`src/rtl/store_align_buffer.sv`:
```
// MEM-stage store path: aligns sub-word store data into byte lanes, rejects misaligned stores,
// queues legal stores in a small FIFO drained over valid/ready, and flags load/store address hazards.
module store_align_buffer #(
  parameter int unsigned DATA_W = 32,
  parameter int unsigned ADDR_W = 32,
  parameter int unsigned DEPTH  = 4
) (
  input  logic                         clk,
  input  logic                         reset,
  input  logic                         st_valid,
  output logic                         st_ready,
  input  logic [ADDR_W-1:0]            st_addr,
  input  logic [DATA_W-1:0]            st_data,
  input  logic [1:0]                   st_width,
  output logic                         st_err,
  output logic                         mem_valid,
  input  logic                         mem_ready,
  output logic [ADDR_W-1:0]            mem_addr,
  output logic [DATA_W-1:0]            mem_wdata,
  output logic [DATA_W/8-1:0]          mem_byteen,
  output logic [$clog2(DEPTH+1)-1:0]   count,
  input  logic [ADDR_W-1:0]            ld_addr,
  output logic                         ld_hit
);

  localparam int unsigned BE_W  = DATA_W / 8;
  localparam int unsigned OFF_W = $clog2(BE_W);
  localparam int unsigned PTR_W = $clog2(DEPTH);
  localparam int unsigned CNT_W = $clog2(DEPTH + 1);

  localparam logic [1:0] W_WORD  = 2'b00;
  localparam logic [1:0] W_HALF  = 2'b01;
  localparam logic [1:0] W_BYTE  = 2'b10;
  localparam logic [1:0] W_DWORD = 2'b11;

  logic [ADDR_W-1:0] r_addr   [DEPTH];
  logic [DATA_W-1:0] r_data   [DEPTH];
  logic [BE_W-1:0]   r_byteen [DEPTH];
  logic [DEPTH-1:0]  r_vld;
  logic [PTR_W-1:0]  r_wr_ptr;
  logic [PTR_W-1:0]  r_rd_ptr;
  logic [CNT_W-1:0]  r_count;
  logic              r_err;

  logic [OFF_W-1:0]  w_off;
  logic [BE_W-1:0]   w_base;
  logic [DATA_W-1:0] w_dmask;
  logic [BE_W-1:0]   w_byteen;
  logic [DATA_W-1:0] w_wdata;
  logic [ADDR_W-1:0] w_st_aligned;
  logic [ADDR_W-1:0] w_ld_aligned;
  logic              w_illegal;
  logic              w_full;
  logic              w_empty;
  logic              w_accept;
  logic              w_push;
  logic              w_pop;

  // Lane placement and alignment legality of the incoming store
  always_comb begin
    w_off     = st_addr[OFF_W-1:0];
    w_base    = '0;
    w_illegal = 1'b0;
    w_dmask   = '0;
    case (st_width)
      W_BYTE:  w_base = BE_W'(1);
      W_HALF:  begin w_base = BE_W'(3);  w_illegal = st_addr[0];    end
      W_WORD:  begin w_base = BE_W'(15); w_illegal = |st_addr[1:0]; end
      W_DWORD: begin w_base = '1; w_illegal = (DATA_W != 64) || (|st_addr[2:0]); end
      default: w_base = '0;
    endcase
    for (int i = 0; i < int'(BE_W); i++) begin
      w_dmask[8*i +: 8] = {8{w_base[i]}};
    end
    w_byteen     = w_base << w_off;
    w_wdata      = (st_data & w_dmask) << {w_off, 3'b000};
    w_st_aligned = {st_addr[ADDR_W-1:OFF_W], {OFF_W{1'b0}}};
    w_ld_aligned = {ld_addr[ADDR_W-1:OFF_W], {OFF_W{1'b0}}};
  end

  assign w_full   = (r_count == CNT_W'(DEPTH));
  assign w_empty  = (r_count == '0);
  assign w_accept = st_valid && st_ready;
  assign w_push   = w_accept && !w_illegal;
  assign w_pop    = mem_valid && mem_ready;

  assign st_ready  = !w_full;
  assign st_err    = r_err;
  assign count     = r_count;
  assign mem_valid = !w_empty;

  // Head entry is gated so the memory side sees zeros whenever nothing is pending
  assign mem_addr   = w_empty ? '0 : r_addr[r_rd_ptr];
  assign mem_wdata  = w_empty ? '0 : r_data[r_rd_ptr];
  assign mem_byteen = w_empty ? '0 : r_byteen[r_rd_ptr];

  always_ff @(posedge clk) begin
    if (reset) begin
      r_wr_ptr <= '0;
      r_rd_ptr <= '0;
      r_count  <= '0;
      r_vld    <= '0;
      r_err    <= 1'b0;
    end else begin
      r_err <= w_accept && w_illegal;
      if (w_push) begin
        r_wr_ptr        <= r_wr_ptr + PTR_W'(1);
        r_vld[r_wr_ptr] <= 1'b1;
      end
      if (w_pop) begin
        r_rd_ptr        <= r_rd_ptr + PTR_W'(1);
        r_vld[r_rd_ptr] <= 1'b0;
      end
      if (w_push && !w_pop)      r_count <= r_count + CNT_W'(1);
      else if (w_pop && !w_push) r_count <= r_count - CNT_W'(1);
    end
  end

  // Payload storage needs no reset: validity is tracked separately
  always_ff @(posedge clk) begin
    if (w_push) begin
      r_addr[r_wr_ptr]   <= w_st_aligned;
      r_data[r_wr_ptr]   <= w_wdata;
      r_byteen[r_wr_ptr] <= w_byteen;
    end
  end

  always_comb begin
    ld_hit = 1'b0;
    for (int i = 0; i < int'(DEPTH); i++) begin
      if (r_vld[i] && (r_addr[i] == w_ld_aligned)) ld_hit = 1'b1;
    end
  end

endmodule

```
`config.mk`:
```
export PLATFORM = sky130hd
export DESIGN_NAME = store_align_buffer
export DESIGN_NICKNAME = d
export VERILOG_FILES = /design/src/rtl/store_align_buffer.sv
export SDC_FILE = /design/constraint.sdc
export NUM_CORES = 1
export LEC_CHECK = 0
export ABC_AREA = 1
export ABC_CLOCK_PERIOD_IN_PS = 3200
export CORE_ASPECT_RATIO = 0.8
export CORE_MARGIN = 2
export CORE_UTILIZATION = 58
export CTS_CLUSTER_SIZE = 40
export DETAILED_ROUTE_END_ITERATION = 12
export DONT_BUFFER_PORTS = 1
export PLACE_DENSITY_LB_ADDON = 0.25
export SLEW_MARGIN = 5
export SYNTH_ARGS = -nofsm -noshare
export SYNTH_HDL_FRONTEND = slang
export SYNTH_SLANG_ARGS = --single-unit
```
`constraint.sdc`:
```
create_clock -name clk -period 3.2 [get_ports clk]
set_input_delay 0.64 -clock clk [delete_from_list [all_inputs] [get_ports clk]]
set_output_delay 0.64 -clock clk [all_outputs]
set_load 0.05 [all_outputs]
```
==> results by group, run 1 <==
Status
  – Status: finished, final reports clean

Pwr
  – Leakage: 0.00616 uW
  – PwrDens: 911 mW/mm2
  – Flop pwr share: 32.0%
  – Cell-internal power: 7790 uW
  – Clock share of power: 22.8%
  – Sw frac: 44.2%
  – VDD IR max: 0.645 mV
  – Net Sw Power: 6170 uW
  – Logic pwr share: 45.2%

Timing
  – Setup TNS: 0 ns
  – Clock Skews: 0.0251 ns
  – Max-slew violations: 0
  – Number of setup violations in the final report: 0
  – Rel. slew slack: 55.4%
  – Worst-Margin Slew: 0.669 ns
  – Final worst slack: 0.241 ns
  – Final Hold Viols: 0
  – Final period utilization: 92.5%
  – RSZ-0062 raised after global routing: no
  – Final min period: 2.96 ns
  – Worst hold margin: 0.164 ns
  – F_max: 0.338 GHz

Finish
  – Share of cells above drive strength 1: 10.1%
  – Fin nets: 1642
  – Syn-to-layout area delta: 13.5%
  – Most frequent cells in the layout: nand2_1 (346), edfxtp_1 (264), nor2_1 (251)
  – Most common cell after layout, fill and taps aside: nand2_1
  – Diode count: 0

Clock tree
  – Post-CTS Setup Repair Bufs: 0
  – Post-CTS sizing: 0
  – Clk sinks: 278
  – CTS tree: yes
  – # hold bufs at CTS: 0
  – CTS Buf Count: 29
  – H-Tree Depth: 1
  – Worst-path clk slew: 0.06 ns
  – Clk buf depth: 3
  – Clk_lat worst skew: 0.55 ns
  – CTS Root Buffer Type: clkbuf_16

Floorplan
  – Core region area: 0.0227 mm2
  – Height of the die: 141 um
  – Initial Util: 59.6%
  – Die width: 175 um
  – Die area: 0.0245 mm2
  – I/O pin count: 177
  – Row count: 49

Routing
  – Routed wl met3: 4.78 mm
  – Highest metal used: met4
  – Routed Antenna Nets: 0
  – Remaining DRCs: 0
  – Vias: 10600
  – 1st-pass router iterations: 5
  – WL/cell: 20.0 um
  – Vias per cell: 5.69
  – DRT iter0 DRCs: 1368
  – Routed length on met2: 15.9 mm
  – Met1 Wirelength: 15.7 mm
  – Wirelength, routed: 37.1 mm

Setup path
  – R2R Path End: count[2]$_SDFFE_PP0P_
  – Critical path class: reg2out
  – R2R Setup Slk: 0.88 ns
  – CP required: 2.56 ns
  – Crit start category: flop
  – Crit path DAT: 2.32 ns
  – Crit. End Element: output pin
  – Cells on worst reg2reg path: 14
  – Worst r2r src: count[0]$_SDFFE_PP0P_
  – CP max FO: 49

Logic synthesis
  – Syn. warnings: 0
  – Post-synth ARST share: 0%
  – Prevailing post-synth register cell: edfxtp_1
  – Yosys cell types: 35
  – Post-synth EDFFs: 264
  – Synth Cell Area: 0.0135 mm2
  – Seq cells post-synth: 278
  – Avg Cell Area, Syn: 9.26 um2
  – Register area share after synthesis: 60.7%
  – Post-Syn Instances: 1460

Placement
  – Placement Setup Slack: 0.619 ns
  – DP Wirelength: 25.3 mm
  – Number of port buffers: 0
  – Routability cong.: 0.980

Global route
  – First-pass GRT wire length: 55.6 mm
  – Initial antenna violation count: 0
  – Total track usage: 29.8%
  – Vias in the first global route: 9816
  – Largest net degree at the start of global routing: 83
  – GRT overflow: 0

Min path
  – Hold path depth: 1
  – Hold Path Sink: st_err$_SDFF_PP0_
  – Min-delay src: reset
  – Hold WC Path Type: in2reg

Job
  – Max-Cap Viols: 0
==> Yosys cell counts, types with 6 or more instances <==
cell	count	area, um2
o221ai_1	16	140
clkbuf_1	23	86.3
buf_4	10	75.1
inv_1	148	556
ha_1	13	163
nand3_1	8	40.0
a22oi_1	8	60.1
dfxtp_1	14	280
nand2_2	6	37.5
a21oi_1	131	656
xnor2_1	8	70.1
nand2_1	346	1300
buf_2	16	80.1
nor2_1	251	942
edfxtp_1	264	7930
buf_1	6	22.5
o21ai_0	140	701
o21ai_1	21	105
==> critical path, stage by stage, from the launching register on <==
cell and delay, ns:
dfxtp_4 0.52, buf_4 0.53, nor2_1 0.11, nor2_1 0.11, o21ai_0 0.09, a21oi_1 0.17, buf_4 0.22
==> final cells by class <==
cell class | instances | area, um2
flip-flops and latches | 278 | 8210
repair buffers | 92 | 816
inverters | 153 | 596
clock buffers | 34 | 744
clock inverters | 20 | 148
multi-input cells | 972 | 4440
fillers | 1806 | 7350
well taps | 306 | 383
==> sequential cells by signal, summed over array words and instances, names as in the netlist, named ones only <==
name      cells
count         3
r_addr      120
r_byteen     16
r_data      128
r_rd_ptr      2
r_vld         4
r_wr_ptr      2
st_err        1
==> power groups by stage <==
| stage | combinational (uW) | clock, uW | sequential [uW] |
|---|---|---|---|
| after floorplan | 4320 | 0 | 4570 |
| after global placement | 6220 | 0 | 4530 |
| after detailed placement | 6280 | 0 | 4540 |
| after CTS | 6310 | 3220 | 4470 |
| after global routing | 6680 | 3360 | 4490 |
| final | 6310 | 3190 | 4470 |
==> how the worst max path moves through the flow <==
stage,startpoint,end,cells past startpoint
after CTS,flop,mem_wdata[30],6
after global routing,flop,mem_wdata[30],6
after floorplan,count[2]$_SDFFE_PP0P_,r_addr[0][0]$_DFFE_PP_,7
after detailed placement,st_width[1],count[2]$_SDFFE_PP0P_,13
final,flop,mem_wdata[30],6
after global placement,st_width[1],count[2]$_SDFFE_PP0P_,13
==> metrics by stage <==
step           util, %  instances  instance area [um2]  total power, uW
2_1_floorplan        -       1461                13500             8880
5_1_grt           67.6       1855                15300            14500
6_report          67.6       1855                15300            14000
3_3_place_gp      63.7       1801                14400            10700
3_5_place_dp      63.7       1801                14400            10800
4_1_cts           67.6       1855                15300            14000
==> per-layer routing <==
metal | up-vias | global-route usage [%]
met2 | 560 | 43.6
met5 | - | 0
li1 | 5008 | -
met4 | 0 | 7.76
met3 | 57 | 8.58
met1 | 4930 | 44.0
==> cells by family after synthesis <==
| family | synth area share, % |
|---|---|
| DFF | 60.7 |
| buffers and inverters | 6.49 |
| and+or+nand+nor | 17.6 |
| xor gates and xnor gates | 0.778 |
| AOI/OAI and AO/OA | 13.0 |
| adders and majority gates | 1.35 |
| other | 0.0277 |
(Power assumes the default switching activity.)
==> run 2, diff against run 1 <==
--- a/config.mk
+++ b/config.mk
@@ -10,7 +10,7 @@
 export CORE_ASPECT_RATIO = 0.8
 export CORE_MARGIN = 2
 export CORE_UTILIZATION = 58
-export CTS_CLUSTER_SIZE = 40
+export CTS_CLUSTER_SIZE = 14
 export DETAILED_ROUTE_END_ITERATION = 12
 export DONT_BUFFER_PORTS = 1
 export PLACE_DENSITY_LB_ADDON = 0.25
==> results of run 2 <==
Same layout as run 1: the final DEF is identical, and so are final timing and power.
